`src/rtl/mimosa_pkg.sv`:
```
// Shared encodings for the mimosa regulators: sleep FSM states, action one-hot
// constants and vital energy levels.
package mimosa_pkg;

  typedef enum logic [1:0] {
    ST_AWAKE  = 2'b00,
    ST_DROWSY = 2'b01,
    ST_ASLEEP = 2'b10,
    ST_WAKING = 2'b11
  } sleep_state_e;

  localparam logic [7:0] ACT_SLEEP = 8'h01;

  localparam logic [1:0] ENERGY_EMPTY = 2'b00;
  localparam logic [1:0] ENERGY_FULL  = 2'b11;

endpackage

```
`src/rtl/sat_counter.sv`:
```
// Saturating up/down counter with synchronous clear; o_next exposes the value
// that will be loaded on the coming edge so callers can decide on it.
module sat_counter #(
  parameter int WIDTH = 4
) (
  input  logic             clk,
  input  logic             rst_n,
  input  logic             i_clr,
  input  logic             i_up,
  input  logic             i_down,
  input  logic [WIDTH-1:0] i_step,
  output logic [WIDTH-1:0] o_count,
  output logic [WIDTH-1:0] o_next
);

  localparam logic [WIDTH-1:0] MAX_VAL = '1;

  logic [WIDTH-1:0] r_count;
  logic [WIDTH-1:0] w_next;

  always_comb begin
    w_next = r_count;
    if (i_clr) begin
      w_next = '0;
    end else if (i_up) begin
      w_next = (r_count > MAX_VAL - i_step) ? MAX_VAL : r_count + i_step;
    end else if (i_down) begin
      w_next = (r_count < i_step) ? '0 : r_count - i_step;
    end
  end

  always_ff @(posedge clk or negedge rst_n) begin
    if (!rst_n) begin
      r_count <= '0;
    end else begin
      r_count <= w_next;
    end
  end

  assign o_count = r_count;
  assign o_next  = w_next;

endmodule

```
`src/rtl/sleep_regulator.sv`:
```
// Sleep/wake regulator: tick-driven AWAKE/DROWSY/ASLEEP/WAKING FSM with
// registered sleep/wake pulses. Optional SLEEP_DISTURB_WAKE_EN adds forced wake on repeated disturbs.
module sleep_regulator
  import mimosa_pkg::*;
#(
  parameter int PRESSURE_THRESH = 12,
  parameter int SETTLE_TICKS    = 4,
  parameter int MIN_SLEEP_TICKS = 4,
  parameter int DISTURB_LIMIT   = 3
) (
  input  logic       clk,
  input  logic       rst_n,
  input  logic       tick,
  input  logic [1:0] vital_energy_level,
  input  logic       tired,
  input  logic       calm_down,
  input  logic       disturb,
  input  logic [7:0] action,
  output logic       sleep_in_signal,
  output logic       wake_up_signal,
  output logic [3:0] sleep_pressure,
  output logic [1:0] sleep_state
);

  localparam logic [3:0] P_THRESH    = 4'(PRESSURE_THRESH);
  localparam logic [2:0] P_SETTLE    = 3'(SETTLE_TICKS);
  localparam logic [3:0] P_MIN_SLEEP = 4'(MIN_SLEEP_TICKS);

  sleep_state_e r_state, w_state_next;
  logic         r_confirmed, r_sleep_in, r_wake_up;
  logic         w_act_sleep, w_abort;
  logic         w_awake_tick, w_drowsy_tick, w_asleep_tick;
  logic         w_go_drowsy, w_go_asleep, w_natural_wake, w_disturb_wake;
  logic [3:0]   w_pressure, w_pressure_next, w_ticks_cnt, w_ticks_next;
  logic [2:0]   w_settle_cnt, w_settle_next;
  logic         w_unused_counts;

  assign w_act_sleep   = |(action & ACT_SLEEP);
  // Confirmed sleep that loses the sleep action aborts straight to AWAKE and freezes counters.
  assign w_abort       = (r_state == ST_ASLEEP) && r_confirmed && !w_act_sleep;
  assign w_awake_tick  = tick && (r_state == ST_AWAKE);
  assign w_drowsy_tick = tick && (r_state == ST_DROWSY);
  assign w_asleep_tick = tick && (r_state == ST_ASLEEP) && !w_abort;

  sat_counter #(.WIDTH(4)) u_pressure (
    .clk(clk), .rst_n(rst_n), .i_clr(1'b0), .i_up(w_awake_tick), .i_down(w_asleep_tick),
    .i_step(4'd1), .o_count(w_pressure), .o_next(w_pressure_next)
  );

  assign w_go_drowsy = w_awake_tick &&
                       ((w_pressure_next >= P_THRESH) ||
                        (tired && (vital_energy_level == ENERGY_EMPTY)));

  sat_counter #(.WIDTH(3)) u_settle (
    .clk(clk), .rst_n(rst_n), .i_clr(w_go_drowsy || (w_drowsy_tick && disturb)),
    .i_up(w_drowsy_tick && !disturb), .i_down(1'b0),
    .i_step(calm_down ? 3'd2 : 3'd1), .o_count(w_settle_cnt), .o_next(w_settle_next)
  );

  assign w_go_asleep = w_drowsy_tick && (w_settle_next >= P_SETTLE);

  sat_counter #(.WIDTH(4)) u_sleep_ticks (
    .clk(clk), .rst_n(rst_n), .i_clr(w_go_asleep), .i_up(w_asleep_tick), .i_down(1'b0),
    .i_step(4'd1), .o_count(w_ticks_cnt), .o_next(w_ticks_next)
  );

  assign w_natural_wake = w_asleep_tick && (w_pressure_next == 4'd0) &&
                          (vital_energy_level == ENERGY_FULL) && (w_ticks_next >= P_MIN_SLEEP);
  assign w_unused_counts = ^{w_settle_cnt, w_ticks_cnt};

`ifdef SLEEP_DISTURB_WAKE_EN
  localparam logic [3:0] P_DISTURB_LIMIT = 4'(DISTURB_LIMIT);
  logic [3:0] w_disturb_cnt, w_disturb_next;
  logic       w_unused_disturb;

  sat_counter #(.WIDTH(4)) u_disturb (
    .clk(clk), .rst_n(rst_n), .i_clr(w_go_asleep), .i_up(w_asleep_tick && disturb),
    .i_down(1'b0), .i_step(4'd1), .o_count(w_disturb_cnt), .o_next(w_disturb_next)
  );

  assign w_disturb_wake   = w_asleep_tick && (w_disturb_next >= P_DISTURB_LIMIT);
  assign w_unused_disturb = ^w_disturb_cnt;
`else
  logic w_unused_disturb;
  assign w_disturb_wake   = 1'b0;
  assign w_unused_disturb = (DISTURB_LIMIT != 0);
`endif

  always_comb begin
    w_state_next = r_state;
    case (r_state)
      ST_AWAKE:  if (w_go_drowsy) w_state_next = ST_DROWSY;
      ST_DROWSY: if (w_go_asleep) w_state_next = ST_ASLEEP;
      ST_ASLEEP: begin
        if (w_abort) begin
          w_state_next = ST_AWAKE;
        end else if (w_natural_wake || w_disturb_wake) begin
          w_state_next = ST_WAKING;
        end
      end
      ST_WAKING: w_state_next = ST_AWAKE;
      default:   w_state_next = ST_AWAKE;
    endcase
  end

  always_ff @(posedge clk or negedge rst_n) begin
    if (!rst_n) begin
      r_state     <= ST_AWAKE;
      r_confirmed <= 1'b0;
      r_sleep_in  <= 1'b0;
      r_wake_up   <= 1'b0;
    end else begin
      r_state    <= w_state_next;
      r_sleep_in <= w_go_asleep;
      r_wake_up  <= (r_state == ST_WAKING);
      if (w_go_asleep) begin
        r_confirmed <= 1'b0;
      end else if ((r_state == ST_ASLEEP) && w_act_sleep) begin
        r_confirmed <= 1'b1;
      end
    end
  end

  assign sleep_in_signal = r_sleep_in;
  assign wake_up_signal  = r_wake_up;
  assign sleep_pressure  = w_pressure;
  assign sleep_state     = r_state;

endmodule

```
`config.mk`:
```
export PLATFORM = sky130hd
export DESIGN_NAME = sleep_regulator
export DESIGN_NICKNAME = d
export VERILOG_FILES = /design/src/rtl/mimosa_pkg.sv /design/src/rtl/sat_counter.sv /design/src/rtl/sleep_regulator.sv
export SDC_FILE = /design/constraint.sdc
export NUM_CORES = 1
export LEC_CHECK = 0
export ABC_AREA = 1
export BUFFER_PORTS_ARGS = -buffer_cell sky130_fd_sc_hd__buf_2
export CORE_ASPECT_RATIO = 1.25
export CORE_UTILIZATION = 45
export CTS_CLUSTER_SIZE = 16
export DETAILED_ROUTE_END_ITERATION = 6
export MAX_ROUTING_LAYER = met4
export PLACE_DENSITY = 0.79
export SLEW_MARGIN = 20
export SYNTH_ARGS = -nofsm -noshare
export SYNTH_HDL_FRONTEND = slang
export SYNTH_SLANG_ARGS = --single-unit
export TNS_END_PERCENT = 5
```
`constraint.sdc`:
```
create_clock -name clk -period 2.3 [get_ports clk]
set_input_delay 0.345 -clock clk [delete_from_list [all_inputs] [get_ports clk]]
set_output_delay 0.345 -clock clk [all_outputs]
set_load 0.005 [all_outputs]
```
==> impl_metrics.json <==
{
  "yosys.area_share.simple_pct": 34.2,
  "synth.yosys.warnings": 0,
  "synth_adder_area_share_pct": 10.2,
  "min_delay_path_depth": 4,
  "endpoint_kind": "register",
  "path_cells": "inv_2, nor2_1, nand2_1, nor2_2, nand3_1, nand2_1, nand2_1, nand2_1, nand2_1, nand2_1, nand2_2, nand4_4, nand2_2, nand3_1, nand2_1, nand2_1, nand2_1",
  "vias": 1091,
  "cp_max_fo": 6,
  "rows": 20,
  "ys_async_sr_fraction_pct": 100,
  "grt.overflow.total": 0,
  "synth_seq_area_share_pct": 34.1,
  "cts_tree": "built",
  "nFillCells": 237,
  "drv_slew": 0,
  "grt_pass1_wl_mm": 4.11,
  "yosysTopAreaCellShare_pct": 34.1,
  "p_leak_nw": 0.769,
  "critical_path_class": "register to register",
  "r2r_start": "sleep_state[1]",
  "ff2ff_path_depth": 17,
  "via_per_inst": 4.91,
  "dieArea_um2": 2820,
  "antenna_cells": 0,
  "period_needed_ns": 2.05,
  "antenna_found_initial": 0,
  "crit_path_start_kind": "register",
  "fin_hold_ws_ns": 0.384,
  "dr.pass1.iters": 4,
  "io_buffers": 16,
  "die_h_um": 59.1,
  "hold_violations": 0,
  "wl_mm": 2.47,
  "synth_cell_types": 29,
  "cp-startpoint": "sleep_state[1]",
  "cts_max_path_buffers": 2,
  "synth_edf_count": 0,
  "ios": 24,
  "synth_top_family_by_area": "simple AND/OR/NAND/NOR gates",
  "numCtsBuffers": 3,
  "clock_skew_ns": 0.00593,
  "synth_compound_area_share_pct": 9.05,
  "yosys-mux-area-fraction_pct": 0,
  "synth-seq-cells": 16,
  "drive_gt1_share_pct": 24.3,
  "p_per_area_nw_per_um2": 1110,
  "synth_xor_area_share_pct": 1.49,
  "final.setup.tns_ns": 0,
  "crit_slowest_cell": "dfrtp_1",
  "grt_use_total_pct": 20.8,
  "cp.required_ns": 2.50,
  "synth_area_per_cell_um2": 7.21,
  "reg2reg_slack_ns": 0.25,
  "drc": 0,
  "layout.nets": 215,
  "netlist_instances": 163,
  "grt_pass1_vias": 1015,
  "status": "completed",
  "layout_commonest_cell": "nand2_1",
  "synth_top_cells_by_area": "dfrtp_1 (34%), nand2_1 (14%), ha_1 (8.5%)",
  "syn-num-nets": 188,
  "h-tree-depth": 1,
  "hp-start": "disturb",
  "cts-root-buf": "clkbuf_4",
  "period_share_pct": 89.0,
  "routabilityCongestion": 0.853,
  "r2r-end": "sleep_state[0]",
  "hold_end": "u_settle.o_count[1]",
  "fmax_ghz": 0.489,
  "drtIter0Drc": 22,
  "clkSinkCount": 16,
  "ant_nets": 0,
  "setup-violations-final": 0,
  "irDropWorstVdd_v": 0.000709,
  "rsz0062_at_grt": "false",
  "area_growth_pct": 17.8,
  "worstMarginPinSlew_ns": 0.369,
  "start_util_pct": 47.9,
  "crit_top_cell": "nand2_1",
  "crit_arrival_ns": 2.25,
  "maxCapViolCount": 0,
  "hold_class": "input pin to register",
  "layout_common_cells": "nand2_1 (44), inv_1 (25), buf_2 (16), dfrtp_1 (16), nor2_1 (15)",
  "coreArea_um2": 2450,
  "yosysTopAreaCell": "dfrtp_1",
  "synth_ff_type": "dfrtp_1",
  "cp_slowest_stage_delay_ns": 0.43,
  "path_clk_slew_ns": 0.10,
  "relSlewSlack_pct": 75.4,
  "grt_start_max_net_pins": 17,
  "routedWlPerCell_um": 11.1,
  "synth_area_um2": 1170,
  "clk-insertion-delay-late_ns": 0.30,
  "die-width_um": 47.7,
  "hpwl_mm": 1.91
}
-- registers in the layout, indices dropped and copies added (netlist names) --
| signal | cells |
|---|---|
| u_sleep_ticks.o_count | 4 |
| r_confirmed | 1 |
| u_settle.o_count | 3 |
| sleep_in_signal | 1 |
| u_pressure.o_count | 4 |
| wake_up_signal | 1 |
| sleep_state | 2 |
-- per-stage QoR --
step           area [um2]  worst slack (ns)  std cells  total power [mW]  util, %
2_1_floorplan        1170             0.358        163              1.08        -
3_3_place_gp         1300            0.0807        213              1.26     53.1
3_5_place_dp         1300          -0.00195        213              1.31     53.1
4_1_cts              1350             0.132        218              1.51     55.0
5_1_grt              1380            0.0454        222              1.67     56.4
6_report             1380             0.253        222              1.53     56.4
-- routing by layer --
metal	GRT usage (%)	vias to the layer above	part of all wire, %
met5	-	-	0
met4	10.7	0	1.7
met3	1.83	5	2.8
met2	33.6	22	52
met1	25.0	504	43
li1	-	560	-
-- critical path, delay by kind of cell, from the launching register on --
kind | cells | cell delay (ns)
buffers and inverters | 1 | 0.07
flip-flops | 1 | 0.43
AND/OR/NAND/NOR | 16 | 1.46
-- cells in the mapped netlist (2+ instances only) --
| library cell | count |
|---|---|
| nor3_1 | 3 |
| o21ai_0 | 4 |
| nand2_1 | 44 |
| a21oi_1 | 3 |
| nor2_2 | 3 |
| nand2_2 | 4 |
| inv_1 | 25 |
| nor2_1 | 15 |
| nand3_2 | 2 |
| o21ai_1 | 4 |
| ha_1 | 8 |
| dfrtp_1 | 16 |
| o211ai_1 | 2 |
| nand3_1 | 10 |
| or2_2 | 2 |
| inv_2 | 5 |
-- worst max-delay path by stage --
stage / to / slack (ns)
2_1_floorplan: sleep_state[0] / 0.36
3_3_place_gp: sleep_state[0] / 0.08
3_5_place_dp: sleep_state[0] / -0.002
4_1_cts: sleep_state[0] / 0.13
5_1_grt: sleep_state[0] / 0.05
6_report: sleep_state[0] / 0.25
-- area by class of cell --
class / count / area (um2) / area share (%)
clock buffers: 4 / 36.3 / 2.62
inverters: 30 / 113 / 8.14
multi-input cells: 115 / 651 / 47.0
flip-flops and latches: 16 / 400 / 28.9
well taps: 33 / 41.3 / 2.98
repair buffers: 24 / 143 / 10.3
-- cell families after synthesis --
family / Yosys count
and+or+nand+nor: 86
buffers and inverters: 32
AOI/OAI and AO/OA: 18
DFF: 16
adders and majority gates: 9
xor gates and xnor gates: 2
-- power by group --
part	switching (mW)	total [mW]	internal (mW)	leakage [nW]
clock	0.0990	0.196	0.0965	0.0210
combinational	0.495	0.835	0.339	0.547
sequential	0.106	0.499	0.393	0.200
total	0.700	1.53	0.829	0.769
-- what timing repair did --
item / in CTS / in global routing
hold buffers: 1 / 0
gates resized for setup: 0 / 1
buffers inserted: 0 / 4
hold endpoints to repair: 16 / 0
setup endpoints to repair: 0 / 2
Note: power is estimated with default switching activity, not from simulation.
